<file path="src/rtl/gsram_pkg.sv">
// Shared definitions for the 10x10 grid SRAM and its scan reader.
package gsram_pkg;

  localparam int unsigned GRID_ROWS = 10;
  localparam int unsigned GRID_COLS = 10;
  localparam int unsigned GRID_DW   = 16;
  localparam int unsigned GRID_AW   = 4;

  typedef logic [GRID_AW-1:0] grid_idx_t;
  typedef logic [GRID_DW-1:0] grid_word_t;

  // Explicit encodings keep the state values stable for legacy tooling.
  typedef enum logic [1:0] {
    IDLE  = 2'd0,
    SCAN  = 2'd1,
    DRAIN = 2'd2
  } scan_state_e;

endpackage

</file>
<file path="src/rtl/gsram_scan_fifo2.sv">
// Two-entry FIFO carrying {last, row, col, data} for the scan reader.
// Storage is reset so the head reads as zero out of reset.
module gsram_scan_fifo2
  import gsram_pkg::*;
#(
  parameter int unsigned W = GRID_DW + 2 * GRID_AW + 1
) (
  input  logic         clk,
  input  logic         rst_n,
  input  logic         push,
  input  logic         pop,
  input  logic [W-1:0] wdata,
  output logic [W-1:0] rdata,
  output logic [1:0]   count
);

  logic [W-1:0] mem_q [2];
  logic         wr_ptr_q;
  logic         rd_ptr_q;
  logic [1:0]   count_q;

  assign rdata = mem_q[rd_ptr_q];
  assign count = count_q;

  // Storage, pointers and occupancy; the caller never pushes when full without popping.
  always_ff @(posedge clk or negedge rst_n) begin
    if (!rst_n) begin
      mem_q[0] <= '0;
      mem_q[1] <= '0;
      wr_ptr_q <= 1'b0;
      rd_ptr_q <= 1'b0;
      count_q  <= 2'd0;
    end else begin
      if (push) begin
        mem_q[wr_ptr_q] <= wdata;
        wr_ptr_q        <= ~wr_ptr_q;
      end
      if (pop) begin
        rd_ptr_q <= ~rd_ptr_q;
      end
      count_q <= count_q + 2'(push) - 2'(pop);
    end
  end

endmodule

</file>
<file path="src/rtl/gsram_scan_reader.sv">
// Read-side scan controller for the grid SRAM. Walks every cell once per start,
// absorbs the one-cycle SRAM read latency and streams elements with coordinates.
// Define GSRAM_SCAN_COLMAJOR_EN for column-major order (row index advances first).
module gsram_scan_reader
  import gsram_pkg::*;
#(
  parameter int unsigned ROWS = GRID_ROWS,
  parameter int unsigned COLS = GRID_COLS,
  parameter int unsigned DW   = GRID_DW,
  parameter int unsigned AW   = GRID_AW
) (
  input  logic          clk,
  input  logic          rst_n,
  input  logic          start,
  output logic          busy,
  output logic          done,
  output logic          sram_we,
  output logic [AW-1:0] sram_row,
  output logic [AW-1:0] sram_col,
  input  logic [DW-1:0] sram_rdata,
  output logic          out_valid,
  input  logic          out_ready,
  output logic [DW-1:0] out_data,
  output logic [AW-1:0] out_row,
  output logic [AW-1:0] out_col,
  output logic          out_last
);

  localparam int unsigned   FW      = DW + 2 * AW + 1;
  localparam logic [AW-1:0] ROW_MAX = AW'(ROWS - 1);
  localparam logic [AW-1:0] COL_MAX = AW'(COLS - 1);

  scan_state_e   state_q, state_d;
  logic [AW-1:0] row_q, row_d;
  logic [AW-1:0] col_q, col_d;
  logic          inflight_q;
  logic [AW-1:0] cap_row_q, cap_col_q;
  logic          cap_last_q;
  logic [1:0]    fifo_count;
  logic [FW-1:0] fifo_wdata, fifo_rdata;
  logic          pop, issue, credit_ok, last_addr;

  assign sram_we   = 1'b0;
  assign sram_row  = row_q;
  assign sram_col  = col_q;
  assign busy      = (state_q != IDLE);
  assign out_valid = (fifo_count != 2'd0);
  assign pop       = out_valid & out_ready;

  assign fifo_wdata = {cap_last_q, cap_row_q, cap_col_q, sram_rdata};
  assign {out_last, out_row, out_col, out_data} = fifo_rdata;

  // Occupancy next cycle, counting the read already in flight, must leave room for one more.
  assign credit_ok = (3'(fifo_count) + 3'(inflight_q)) <= (3'(pop) + 3'd1);
  assign issue     = (state_q == SCAN) && credit_ok;
  assign last_addr = (row_q == ROW_MAX) && (col_q == COL_MAX);

  // The final element leaves the FIFO with nothing behind it.
  assign done = (state_q == DRAIN) && pop && out_last && !inflight_q && (fifo_count == 2'd1);

  // Scan sequencing: leave SCAN after the last address issues, leave DRAIN on the last pop.
  always_comb begin
    state_d = state_q;
    case (state_q)
      IDLE:    if (start) state_d = SCAN;
      SCAN:    if (issue && last_addr) state_d = DRAIN;
      DRAIN:   if (done) state_d = IDLE;
      default: state_d = IDLE;
    endcase
  end

  // Address walk: clear on start, advance on each issue, hold on the final cell.
  always_comb begin
    row_d = row_q;
    col_d = col_q;
    if (state_q == IDLE && start) begin
      row_d = '0;
      col_d = '0;
    end else if (issue && !last_addr) begin
`ifdef GSRAM_SCAN_COLMAJOR_EN
      if (row_q == ROW_MAX) begin
        row_d = '0;
        col_d = col_q + 1'b1;
      end else begin
        row_d = row_q + 1'b1;
      end
`else
      if (col_q == COL_MAX) begin
        col_d = '0;
        row_d = row_q + 1'b1;
      end else begin
        col_d = col_q + 1'b1;
      end
`endif
    end
  end

  // State, address and the coordinates travelling alongside the outstanding read.
  always_ff @(posedge clk or negedge rst_n) begin
    if (!rst_n) begin
      state_q    <= IDLE;
      row_q      <= '0;
      col_q      <= '0;
      inflight_q <= 1'b0;
      cap_row_q  <= '0;
      cap_col_q  <= '0;
      cap_last_q <= 1'b0;
    end else begin
      state_q    <= state_d;
      row_q      <= row_d;
      col_q      <= col_d;
      inflight_q <= issue;
      if (issue) begin
        cap_row_q  <= row_q;
        cap_col_q  <= col_q;
        cap_last_q <= last_addr;
      end
    end
  end

  gsram_scan_fifo2 #(
    .W (FW)
  ) u_fifo (
    .clk   (clk),
    .rst_n (rst_n),
    .push  (inflight_q),
    .pop   (pop),
    .wdata (fifo_wdata),
    .rdata (fifo_rdata),
    .count (fifo_count)
  );

endmodule

</file>
<file path="config.mk">
export PLATFORM = sky130hd
export DESIGN_NAME = gsram_scan_reader
export DESIGN_NICKNAME = d
export VERILOG_FILES = /design/src/rtl/gsram_pkg.sv /design/src/rtl/gsram_scan_fifo2.sv /design/src/rtl/gsram_scan_reader.sv
export SDC_FILE = /design/constraint.sdc
export NUM_CORES = 1
export LEC_CHECK = 0
export CAP_MARGIN = 20
export CORE_AREA = 2 2 81 83
export DETAILED_ROUTE_END_ITERATION = 8
export DIE_AREA = 0 0 83 85
export PLACE_DENSITY = 0.81
export SYNTH_ARGS = -nofsm -noshare
export SYNTH_HDL_FRONTEND = slang
export SYNTH_SLANG_ARGS = --single-unit
</file>
<file path="constraint.sdc">
create_clock -name clk -period 4.2 [get_ports clk]
set_clock_uncertainty 0.1 [all_clocks]
set_input_delay 0.84 -clock clk [delete_from_list [all_inputs] [get_ports clk]]
set_output_delay 0.84 -clock clk [all_outputs]
set_load 0.05 [all_outputs]
</file>
# Word level (Yosys, flattened, before mapping)

Cells that the tools add are included.

Reductions and logical operators: 19
Equal/unequal tests: 8
Muxes and demuxes: 16
Magnitude comparators: 4
Add/sub/neg operators: 6
Bitwise operators: 5

Operator list:

| kind                                                                          | number |
|---|---|
| 25-bit 2-to-1 mux                                                             | 4 |
| 50-bit bitwise mux                                                            | 1 |
| 25-bit demux with 1-bit select                                                | 1 |
| 4-bit 2-to-1 mux                                                              | 6 |
| 1-bit logical AND                                                             | 10 |
| 4-bit by 1-bit adder with 4-bit output (second input constant)                | 2 |
| 4-bit equality test (second input constant)                                   | 2 |
| 2-bit nonzero test                                                            | 4 |
| 2-bit 2-to-1 mux                                                              | 3 |
| 2-bit case mux with 3 select lines                                            | 1 |
| 2-bit by 1-bit equality test with 1-bit output (second input constant)        | 2 |
| 2-bit >= comparator (second input constant)                                   | 2 |
| 2-bit inequality test (second input constant)                                 | 2 |
| 1-bit inverter with 2-bit output                                              | 2 |
| 2-bit by 1-bit adder with 3-bit output                                        | 1 |
| 3-bit by 2-bit <= comparator with 1-bit output                                | 1 |
| 3-bit AND reduction                                                           | 1 |
| 1-bit by 1-bit adder with 2-bit output (second input constant)                | 1 |
| 2-bit by 1-bit adder with 2-bit output                                        | 1 |
| 2-bit equality test (second input constant)                                   | 1 |
| 1-bit zero test                                                               | 2 |
| 2-bit zero test                                                               | 1 |
| 2-bit by 1-bit less-than comparator with 1-bit output (second input constant) | 1 |
| 2-bit by 1-bit inequality test with 1-bit output (second input constant)      | 1 |
| 4 further kinds                                                               | 5 |

Input port bits: 20
Output and inout bits: 37
Word-level logic and storage cells: 70
Register bits: 74

# Logic depth before layout (Yosys ltp)

Gate-level depths: netlist of the first run.

Depth in word-level cells: 9
Mapped depth: 11
Mapped depth without buffers: 10

# Hierarchy

Synthesis of the first run repeated with hierarchy kept, for this count alone.

Cell total of the unflattened synthesis: 247
Area total of the unflattened synthesis: 3489.6 µm²

Modules (own cells, without submodules):

| module            | times used | cells each | area an instance (µm²) | seq. area each (µm²) |
|---|---|---|---|---|
| gsram_scan_fifo2  | 1          | 147        | 2439.8                 | 1351.3 |
| gsram_scan_reader | 1          | 100        | 1049.8                 | 500.5 |

# Worst setup path before layout of the first run

No wires, ideal clock.

Path type: register -> register
Start point: reg u_fifo.count_q[1] (netlist: u_fifo.count[1])
End point: reg row_q[3] (netlist: sram_row[3])
Stages on the path, launching flop included: 10
Period minus slack after synthesis: 2.976 ns
Setup slack: 1.224 ns
Data required time: 4.023 ns
Arrival time: 2.798 ns
Setup time: 0.077 ns
Buffers on the path: 0
Cells stage by stage: dfrtp_1 inv_1 nand2_1 nand2_1 inv_1 fa_1 or3b_1 a21o_1 or4_1 a21oi_1

Cells in the longest elaborated chain, start to end: 8
Elaborated cells between the ends (all ways): 9
Those cells by class: 2 x add/sub; 1 x order compare; 1 x bitwise; 5 x reduce/logical

RTL lines:

| what                                           | line                     | text |
|---|---|---|
| start, declared                                | gsram_scan_fifo2.sv:20   | `logic [1:0] count_q;` |
| start signal, assigned                         | gsram_scan_fifo2.sv:41   | `count_q <= count_q + 2'(push) - 2'(pop);` |
| 2-bit nonzero test                             | gsram_scan_reader.sv:47  | `assign out_valid = (fifo_count != 2'd0);` |
| via out_valid                                  | gsram_scan_reader.sv:21  | `output logic out_valid,` |
| 1-bit AND                                      | gsram_scan_reader.sv:48  | `assign pop = out_valid & out_ready;` |
| via pop                                        | gsram_scan_reader.sv:41  | `logic pop, issue, credit_ok, last_addr;` |
| 1-bit by 1-bit adder with 2-bit output         | gsram_scan_reader.sv:54  | `assign credit_ok = (3'(fifo_count) + 3'(inflight_q)) <= (3'(pop) + 3'd1);` |
| 3-bit by 2-bit <= comparator with 1-bit output | gsram_scan_reader.sv:54  |  |
| 1-bit logical AND                              | gsram_scan_reader.sv:55  | `assign issue = (state_q == SCAN) && credit_ok;` |
| 1-bit logical AND                              | gsram_scan_reader.sv:79  | `end else if (issue && !last_addr) begin` |
| 2-bit nonzero test (no source line)            | -                        |  |
| 2-bit AND reduction (no source line)           | -                        |  |
| end signal, assigned                           | gsram_scan_reader.sv:110 | `row_q <= row_d;` |
| end, declared                                  | gsram_scan_reader.sv:34  | `logic [AW-1:0] row_q, row_d;` |

The timed path passes the listed nets, and every way through them passes these cells.
A chain may end at the register's enable or synchronous reset.

# Worst setup path in the final report of the first run

Start point: in out_ready
End point: out done

Cells in the longest elaborated chain, start to end: 5

RTL lines:

| what                           | line                    | text |
|---|---|---|
| start, declared                | gsram_scan_reader.sv:22 | `input logic out_ready,` |
| 1-bit AND                      | gsram_scan_reader.sv:48 |  |
| 1-bit logical AND (4 in a row) | gsram_scan_reader.sv:59 | `assign done = (state_q == DRAIN) && pop && out_last && !inflight_q && (fifo_count == 2'd1);` |
| end, declared                  | gsram_scan_reader.sv:16 | `output logic done,` |

No other way between the ends.

==> results of run 1 <==
-- worst register-to-register path, delay by kind of cell, from the launching register on --
| family | cells | cell delay [ps] |
|---|---|---|
| simple gates | 4 | 1160 |
| compound gates | 2 | 480 |
| fa+ha+maj | 1 | 460 |
| flops | 1 | 400 |
| buf+inv | 2 | 230 |
-- flip-flops by register name, summed over array words and instances, names as in the netlist --
| register | cells |
|---|---|
| inflight_q | 1 |
| cap_last_q | 1 |
| u_fifo.mem_q | 50 |
| u_fifo.count | 2 |
| state_q | 2 |
| u_fifo.wr_ptr_q | 1 |
| sram_col | 4 |
| cap_row_q | 4 |
| sram_row | 4 |
| cap_col_q | 4 |
| u_fifo.rd_ptr_q | 1 |
-- metrics by stage --
step / cells / util, % / worst slack (ps)
after floorplan: 258 / - / 1220
after global placement: 384 / 63.8 / 654
after detailed placement: 384 / 63.8 / 555
after CTS: 400 / 67.0 / 644
after global routing: 400 / 67.0 / 556
final: 400 / 67.0 / 649
-- cells in the final DEF, fill, tap and decap left out, drive strengths merged, types with 3 or more instances in the layout --
master,count
a21o,3
a21oi,4
buf,6
clkbuf,14
clkdlybuf4s50,54
dfrtp,74
ha,8
inv,9
mux2,75
nand2,28
nand3,4
nor2,4
o21ai,7
o31ai,3
or3,3
-- cell type report --
class                      count  share of cell area (%)
sequential                    74                    44.6
tap                           77                    2.32
inverter                      10                   0.903
timing repair buffer          60                    14.0
clock inverter                 2                   0.843
clock buffer                  14                    3.91
multi-input combinational    163                    33.4
-- metal layers --
metal,share of wire [%],GRT usage (%)
met1,46,24.1
met2,47,29.5
met3,5.2,5.74
met4,1.6,6.56
met5,0,0
-- worst max-delay path by stage --
| stage | start | to | slack [ps] | cells past startpoint |
|---|---|---|---|---|
| after floorplan | u_fifo.count[1] | sram_row[3] | 1220 | 9 |
| after global placement | out_ready | sram_row[3] | 650 | 8 |
| after detailed placement | out_ready | sram_row[3] | 560 | 8 |
| after CTS | out_ready | done | 640 | 5 |
| after global routing | out_ready | done | 560 | 5 |
| final | out_ready | done | 650 | 5 |
-- cell families (layout without fill, tap and decap cells) --
family	after synthesis	after routing
DFF	74	74
AOI/OAI and AO/OA	22	22
muxes	75	75
buffers and inverters	21	86
and+or+nand+nor	53	53
adders and majority gates	9	9
xor gates and xnor gates	3	3
other	1	1
-- cell usage after synthesis, types with 3 or more instances --
master	number
clkbuf_1	6
a21oi_1	4
nand2_1	28
ha_1	8
inv_1	9
nor2_1	4
or3_1	3
o21ai_0	7
a21o_1	3
mux2_2	75
dfrtp_1	74
nand3_1	4
o31ai_1	3
==> impl_metrics.json, run 1 <==
{
  "yosysTopAreaCell": "dfrtp_1",
  "path_class": "in2out",
  "cp.arrival_ps": 2610,
  "hold_depth": 1,
  "grt_pass1_wl_mm": 10.4,
  "worstHoldStart": "u_fifo.mem_q[3]",
  "reg2reg_depth": 9,
  "synth_compound_gate_area_share_pct": 4.14,
  "critPathTopFamily": "buffers and inverters",
  "synth_ff_type": "dfrtp_1",
  "start_util_pct": 53.6,
  "cts_tree": "yes",
  "slew_viol_final": 0,
  "end_kind": "primary output",
  "layout-drive-gt1-share_pct": 29.4,
  "synth_edf_count": 0,
  "synth-simple-area-share_pct": 7.68,
  "die_width_microns": 83,
  "worstSkewPairLatency_ps": 340,
  "synth_seq_area_share_pct": 55.7,
  "n_antenna_cell": 0,
  "globalRoute.totalOverflow": 0,
  "root_buffer": "clkbuf_8",
  "worst_pin_slew_ps": 903,
  "cts_buffers": 9,
  "period_share_pct": 84.6,
  "critPathRequiredTime_ps": 3260,
  "syn_avg_cell_area_sq_um": 12.9,
  "clk_path_buf_depth": 2,
  "multiInputGateArea_sq_mm": 0.00139,
  "path_cells": "clkdlybuf4s50_1, nor2b_1, nand4_1, nor2_1, clkdlybuf4s50_1",
  "slowest_delay_ps": 830,
  "synth-adder-area-share_pct": 3.61,
  "regToRegStartpoint": "u_fifo.count[1]",
  "max-slew-margin-rel_pct": 39.8,
  "finalCriticalPeriod_ps": 3550,
  "synth_top_family_by_area": "multiplexers",
  "hold_buffers": 0,
  "maxCapViolations": 0,
  "fin_tns_setup_ps": 0,
  "grt_pass1_vias": 2245,
  "status": "complete, no violations",
  "r2r_slack_ps": 1290,
  "fp.dieH_microns": 85,
  "crit_top_cell": "clkdlybuf4s50_1",
  "synth_seq_cells": 74,
  "hp-class": "reg2reg",
  "grt_max_degree": 75,
  "io_pins": 57,
  "drtIter0Drc": 79,
  "rsz0062_at_grt": "no",
  "regArea_sq_mm": 0.00185,
  "cts.sinks": 74,
  "track_usage_pct": 18.5,
  "fillers": 470,
  "path_max_fanout": 5,
  "final_area_sq_mm": 0.00416,
  "dpl-instance-area_sq_mm": 0.00396,
  "core_area_sq_mm": 0.00620,
  "hold_ws_ps": 400,
  "startpoint_type": "input pin",
  "routed_wl_mm": 6.06,
  "hold_end": "u_fifo.mem_q[3]",
  "cts.clk_slew.worst_paths_ps": 60,
  "yosysWarnings": 0,
  "hold_viol": 0,
  "synthMuxAreaShare_pct": 25.4,
  "syn_to_final_growth_pct": 25.0,
  "ctsHtreeMaxLevel": 3,
  "rows": 29,
  "antenna_found_initial": 0,
  "layout.nets": 347,
  "routedWlPerCell_microns": 15.2,
  "synth_top_area_share_pct": 55.7,
  "synthArstFlopShare_pct": 100,
  "yosys-top-cells-area": "dfrtp_1 (56%), mux2_2 (25%), nand2_1 (3.2%), ha_1 (3.0%), o21ai_0 (1.1%)",
  "synth.cell_area_sq_mm": 0.00332,
  "placement.io_buffers": 55,
  "vias": 2199,
  "ant_nets": 0,
  "setup_viol": 0,
  "place_hpwl_mm": 4.08,
  "synth_fp_nets": 287,
  "worst-path-buf-inv": 2,
  "fmax_ghz": 0.282,
  "dieArea_sq_mm": 0.00706,
  "synth_cell_types": 34,
  "synth_xor_area_share_pct": 0.790,
  "cts_resized": 0,
  "cts_setup_buffers": 0,
  "rr_endpoint": "sram_row[3]",
  "drt_pass1_iterations": 4,
  "crit_slowest_cell": "clkdlybuf4s50_1",
  "synth_cells": 258,
  "drc_errors": 0,
  "vias_per_cell": 5.50,
  "place.gp.congestion": 0.816
}
Power of run 1 is not shown: default switching activity piles up to over one toggle a cycle in this logic, so the estimate is an artifact.
==> run 2, diff against run 1 <==
Settings changed: CORE_AREA 2 2 81 83 to 2 2 88 90, DIE_AREA 0 0 83 85 to 0 0 90 92, PLACE_DENSITY 0.81 to 0.73.
Clock period 4.2 ns to 3.25 ns, I/O delays scaled along.
==> impl_metrics.json, run 2 (synthesis gave the netlist of run 1 again) <==
{
  "layout.nets": 349,
  "grt_pass1_wl_mm": 10.0,
  "crit_slowest_cell": "clkdlybuf4s50_1",
  "final_cell_mix": "mux2_2 (75), dfrtp_1 (74), clkdlybuf4s50_1 (52), nand2_1 (28), clkbuf_8 (10)",
  "vias": 2157,
  "critPathRequiredTime_ps": 3350,
  "hold_buffers": 0,
  "cts_resized": 0,
  "io_pins": 57,
  "hold_viol": 0,
  "grt_max_degree": 75,
  "n_antenna_cell": 0,
  "routedWlPerCell_microns": 13.7,
  "startpoint_type": "input pin",
  "drt_pass1_iterations": 4,
  "cp.arrival_ps": 2970,
  "ctsHtreeMaxLevel": 3,
  "period_share_pct": 88.3,
  "worstSkewPairLatency_ps": 330,
  "slew_viol_final": 0,
  "rsz0062_at_grt": "no",
  "setup_viol": 0,
  "vias_per_cell": 5.05,
  "max-slew-margin-rel_pct": 40.1,
  "syn_to_final_growth_pct": 26.1,
  "path_class": "in2reg",
  "drc_errors": 0,
  "maxCapViolations": 0,
  "placement.io_buffers": 55,
  "grt_pass1_vias": 2161,
  "slowest_delay_ps": 520,
  "fp.dieH_microns": 92,
  "path_max_fanout": 8,
  "globalRoute.totalOverflow": 0,
  "rows": 32,
  "worst-path-buf-inv": 3,
  "start_util_pct": 44.6,
  "track_usage_pct": 15.1,
  "fmax_ghz": 0.349,
  "dpl-instance-area_sq_mm": 0.00403,
  "end_kind": "register",
  "ant_nets": 0,
  "status": "complete, no violations",
  "place.gp.congestion": 0.817,
  "max_flop_register": "u_fifo.mem_q",
  "hp-class": "in2async",
  "cts_buffers": 9,
  "worst_pin_slew_ps": 899,
  "largest_reg_flops": 50,
  "final_area_sq_mm": 0.00419,
  "root_buffer": "clkbuf_8",
  "cts_setup_buffers": 0,
  "cts.sinks": 74,
  "cts.clk_slew.worst_paths_ps": 70,
  "final_common_cell": "mux2_2",
  "drtIter0Drc": 106,
  "critPathTopFamily": "simple AND/OR/NAND/NOR gates",
  "finalCriticalPeriod_ps": 2870,
  "layout-drive-gt1-share_pct": 30.5,
  "dieArea_sq_mm": 0.00828,
  "clk_path_buf_depth": 2,
  "core_area_sq_mm": 0.00745,
  "antenna_found_initial": 0,
  "place_hpwl_mm": 3.94,
  "die_width_microns": 90,
  "path_cells": "clkdlybuf4s50_1, nand2_1, inv_1, fa_1, or3b_1, a21o_1, buf_4, nor3_1, o21ai_0",
  "cts_tree": "yes",
  "place_ws_ps": 9.81,
  "timing.final.ws_setup_ps": 381,
  "fin_tns_setup_ps": 0,
  "routed_wl_mm": 5.84
}
[run 2: cell count changes in the layout (fill, tap and decap cells not counted), sizes merged]
cell / previous run / this run
buf: 6 / 10
clkdlybuf4s50: 54 / 52
clkinv: 2 / 4
bufinv: 1 / 0
clkbuf: 14 / 13
[run 2: through the flow]
step | hold slack, ps | std cells | utilization [%]
floorplan | 254 | 258 | -
global placement | 380 | 411 | 54.1
detailed placement | 386 | 411 | 54.1
CTS | 380 | 427 | 56.3
global route | 415 | 427 | 56.3
finish | 326 | 427 | 56.3
[run 2: final cells by class]
cell class                      count  area (sq um)
Fill cell                         660          3260
Multi-Input combinational cell    163          1390
Tap cell                          102           128
Clock inverter                      3          15.0
Sequential cell                    74          1850
Timing Repair Buffer               62           621
Inverter                           10          37.5
Clock buffer                       13           149
[run 2: routing by layer]
metal | GRT usage (%) | vias up | part of all wire (%)
met3 | 3.12 | 11 | 3.4
met2 | 23.8 | 54 | 46
met4 | 6.03 | 0 | 1.4
met5 | 0 | - | 0
met1 | 20.4 | 1061 | 50
li1 | - | 1031 | -
[run 2: final timing paths]
check / depth (start not counted) / startpoint / end / slack, ps
max: 9 / out_ready / state_q[0] / 380
min: 1 / rst_n / u_fifo.mem_q[29] / 330
max reg2reg: 10 / u_fifo.count[1] / state_q[0] / 570
min reg2reg: 2 / cap_row_q[0] / cap_row_q[0] / 400
max in group asynchronous: 1 / rst_n / cap_col_q[1] / 2120
min in group clk: 2 / cap_row_q[0] / cap_row_q[0] / 400
Power of run 2 is left out for the same reason.
==> run 3, diff against run 2 <==
Settings changed: CORE_AREA 2 2 88 90 to 2 2 104 76, DIE_AREA 0 0 90 92 to 0 0 106 78, SETUP_SLACK_MARGIN from default to 0.4.
==> impl_metrics.json, run 3 (synthesis gave the netlist of run 1 again) <==
{
  "status": "complete, no violations",
  "ant_nets": 0,
  "regToRegStartpoint": "u_fifo.count[1]",
  "vias": 2192,
  "fin_tns_setup_ps": 0,
  "start_util_pct": 46.2,
  "startpoint_type": "register",
  "final_cell_mix": "mux2_2 (75), dfrtp_1 (74), clkdlybuf4s50_1 (32), nand2_1 (27), dlygate4sd2_1 (19)",
  "clk_path_buf_depth": 2,
  "layout-drive-gt1-share_pct": 33.2,
  "root_buffer": "clkbuf_8",
  "finalCriticalPeriod_ps": 2690,
  "setup_viol": 0,
  "io_pins": 57,
  "path_class": "reg2out",
  "max_flop_register": "u_fifo.mem_q",
  "largest_reg_flops": 50,
  "cts.sinks": 74,
  "core_area_sq_mm": 0.00719,
  "drc_errors": 0,
  "end_kind": "primary output",
  "cts_buffers": 9,
  "hold_buffers": 0,
  "grt_max_degree": 75,
  "path_max_fanout": 6,
  "reg2reg_depth": 10,
  "grt_pass1_wl_mm": 11.2,
  "hp-class": "in2async",
  "syn_to_final_growth_pct": 29.8,
  "placement.io_buffers": 55,
  "vias_per_cell": 5.15,
  "cts_setup_buffers": 0,
  "routed_wl_mm": 6.53,
  "fmax_ghz": 0.372,
  "die_width_microns": 106,
  "place.gp.congestion": 0.777,
  "maxCapViolations": 0,
  "worstSkewPairLatency_ps": 340,
  "track_usage_pct": 17.3,
  "period_share_pct": 82.7,
  "cp.arrival_ps": 1940,
  "final_common_cell": "mux2_2",
  "routedWlPerCell_microns": 15.3,
  "fp.dieH_microns": 78,
  "rsz0062_at_grt": "no",
  "r2r_slack_ps": 580,
  "drtIter0Drc": 95,
  "rr_endpoint": "sram_row[1]",
  "cts_tree": "yes",
  "fillers": 596,
  "worst_pin_slew_ps": 912,
  "dieArea_sq_mm": 0.00827,
  "cts.clk_slew.worst_paths_ps": 80,
  "ctsHtreeMaxLevel": 3,
  "n_antenna_cell": 0,
  "place_hpwl_mm": 4.40,
  "rows": 26,
  "layout.nets": 352,
  "drt_pass1_iterations": 4,
  "antenna_found_initial": 0,
  "slew_viol_final": 0,
  "max-slew-margin-rel_pct": 39.2,
  "grt_pass1_vias": 2242,
  "hold_viol": 0,
  "critPathRequiredTime_ps": 2500,
  "globalRoute.totalOverflow": 0
}
-- run 3: changes by cell type in the layout (fill, tap and decap cells not counted), sizes merged --
cell           delta
bufinv            +4
dlymetal6s2s      +1
buf               +3
clkdlybuf4s50    -20
clkinv            -3
inv               +1
clkinvlp          +1
dlygate4sd2      +19
clkbuf            -3
-- run 3: worst max-delay path by stage --
stage                          from     endpoint  slack, ps  depth (start not counted)
CTS                       out_ready  sram_row[3]        420                          8
finish              u_fifo.rd_ptr_q  out_data[1]        560                          2
floorplan           u_fifo.count[1]  sram_row[3]        440                          9
global route        u_fifo.count[1]  sram_row[0]        440                         10
detailed placement        out_ready  sram_row[0]         80                          9
global placement          out_ready  sram_row[3]        110                          8
-- run 3: area by class of cell --
type	count	area (sq um)	share of cell area, %
clock buffer	10	138	3.19
clock inverter	6	136	3.16
inverter	10	37.5	0.870
multi-input combinational	163	1410	32.6
sequential	74	1850	42.9
tap	98	123	2.84
timing repair buffer	65	623	14.4
-- run 3: critical path, stage by stage (launching register included) --
cell,delay (ps)
dfrtp_1,530
mux2_2,380
clkdlybuf4s50_1,690
-- run 3: per-layer routing --
layer | track usage [%] | vias up | share of wire, %
met5 | 0 | - | 0
met4 | 4.74 | 0 | 0.98
met3 | 4.96 | 7 | 5.1
met2 | 26.6 | 56 | 44
met1 | 24.1 | 1101 | 50
li1 | - | 1028 | -
-- run 3: what timing repair did --
action | 4_1_cts | 5_1_grt
endpoints found under the hold margin | 0 | 0
gates resized for setup | 19 | 5
cloned | 0 | 1
endpoints found under the setup margin | 19 | 11
pin swaps | 0 | 6
-- run 3: stage by stage --
step,setup slack [ps],instances,util [%],area (sq um),hold WS (ps)
finish,563,426,60.0,4310,342
global route,442,426,60.0,4310,411
CTS,418,425,59.7,4290,367
detailed placement,78.4,409,56.2,4040,387
global placement,106,409,56.2,4040,382
floorplan,440,258,-,3330,254
Power of run 3 is left out for the same reason.
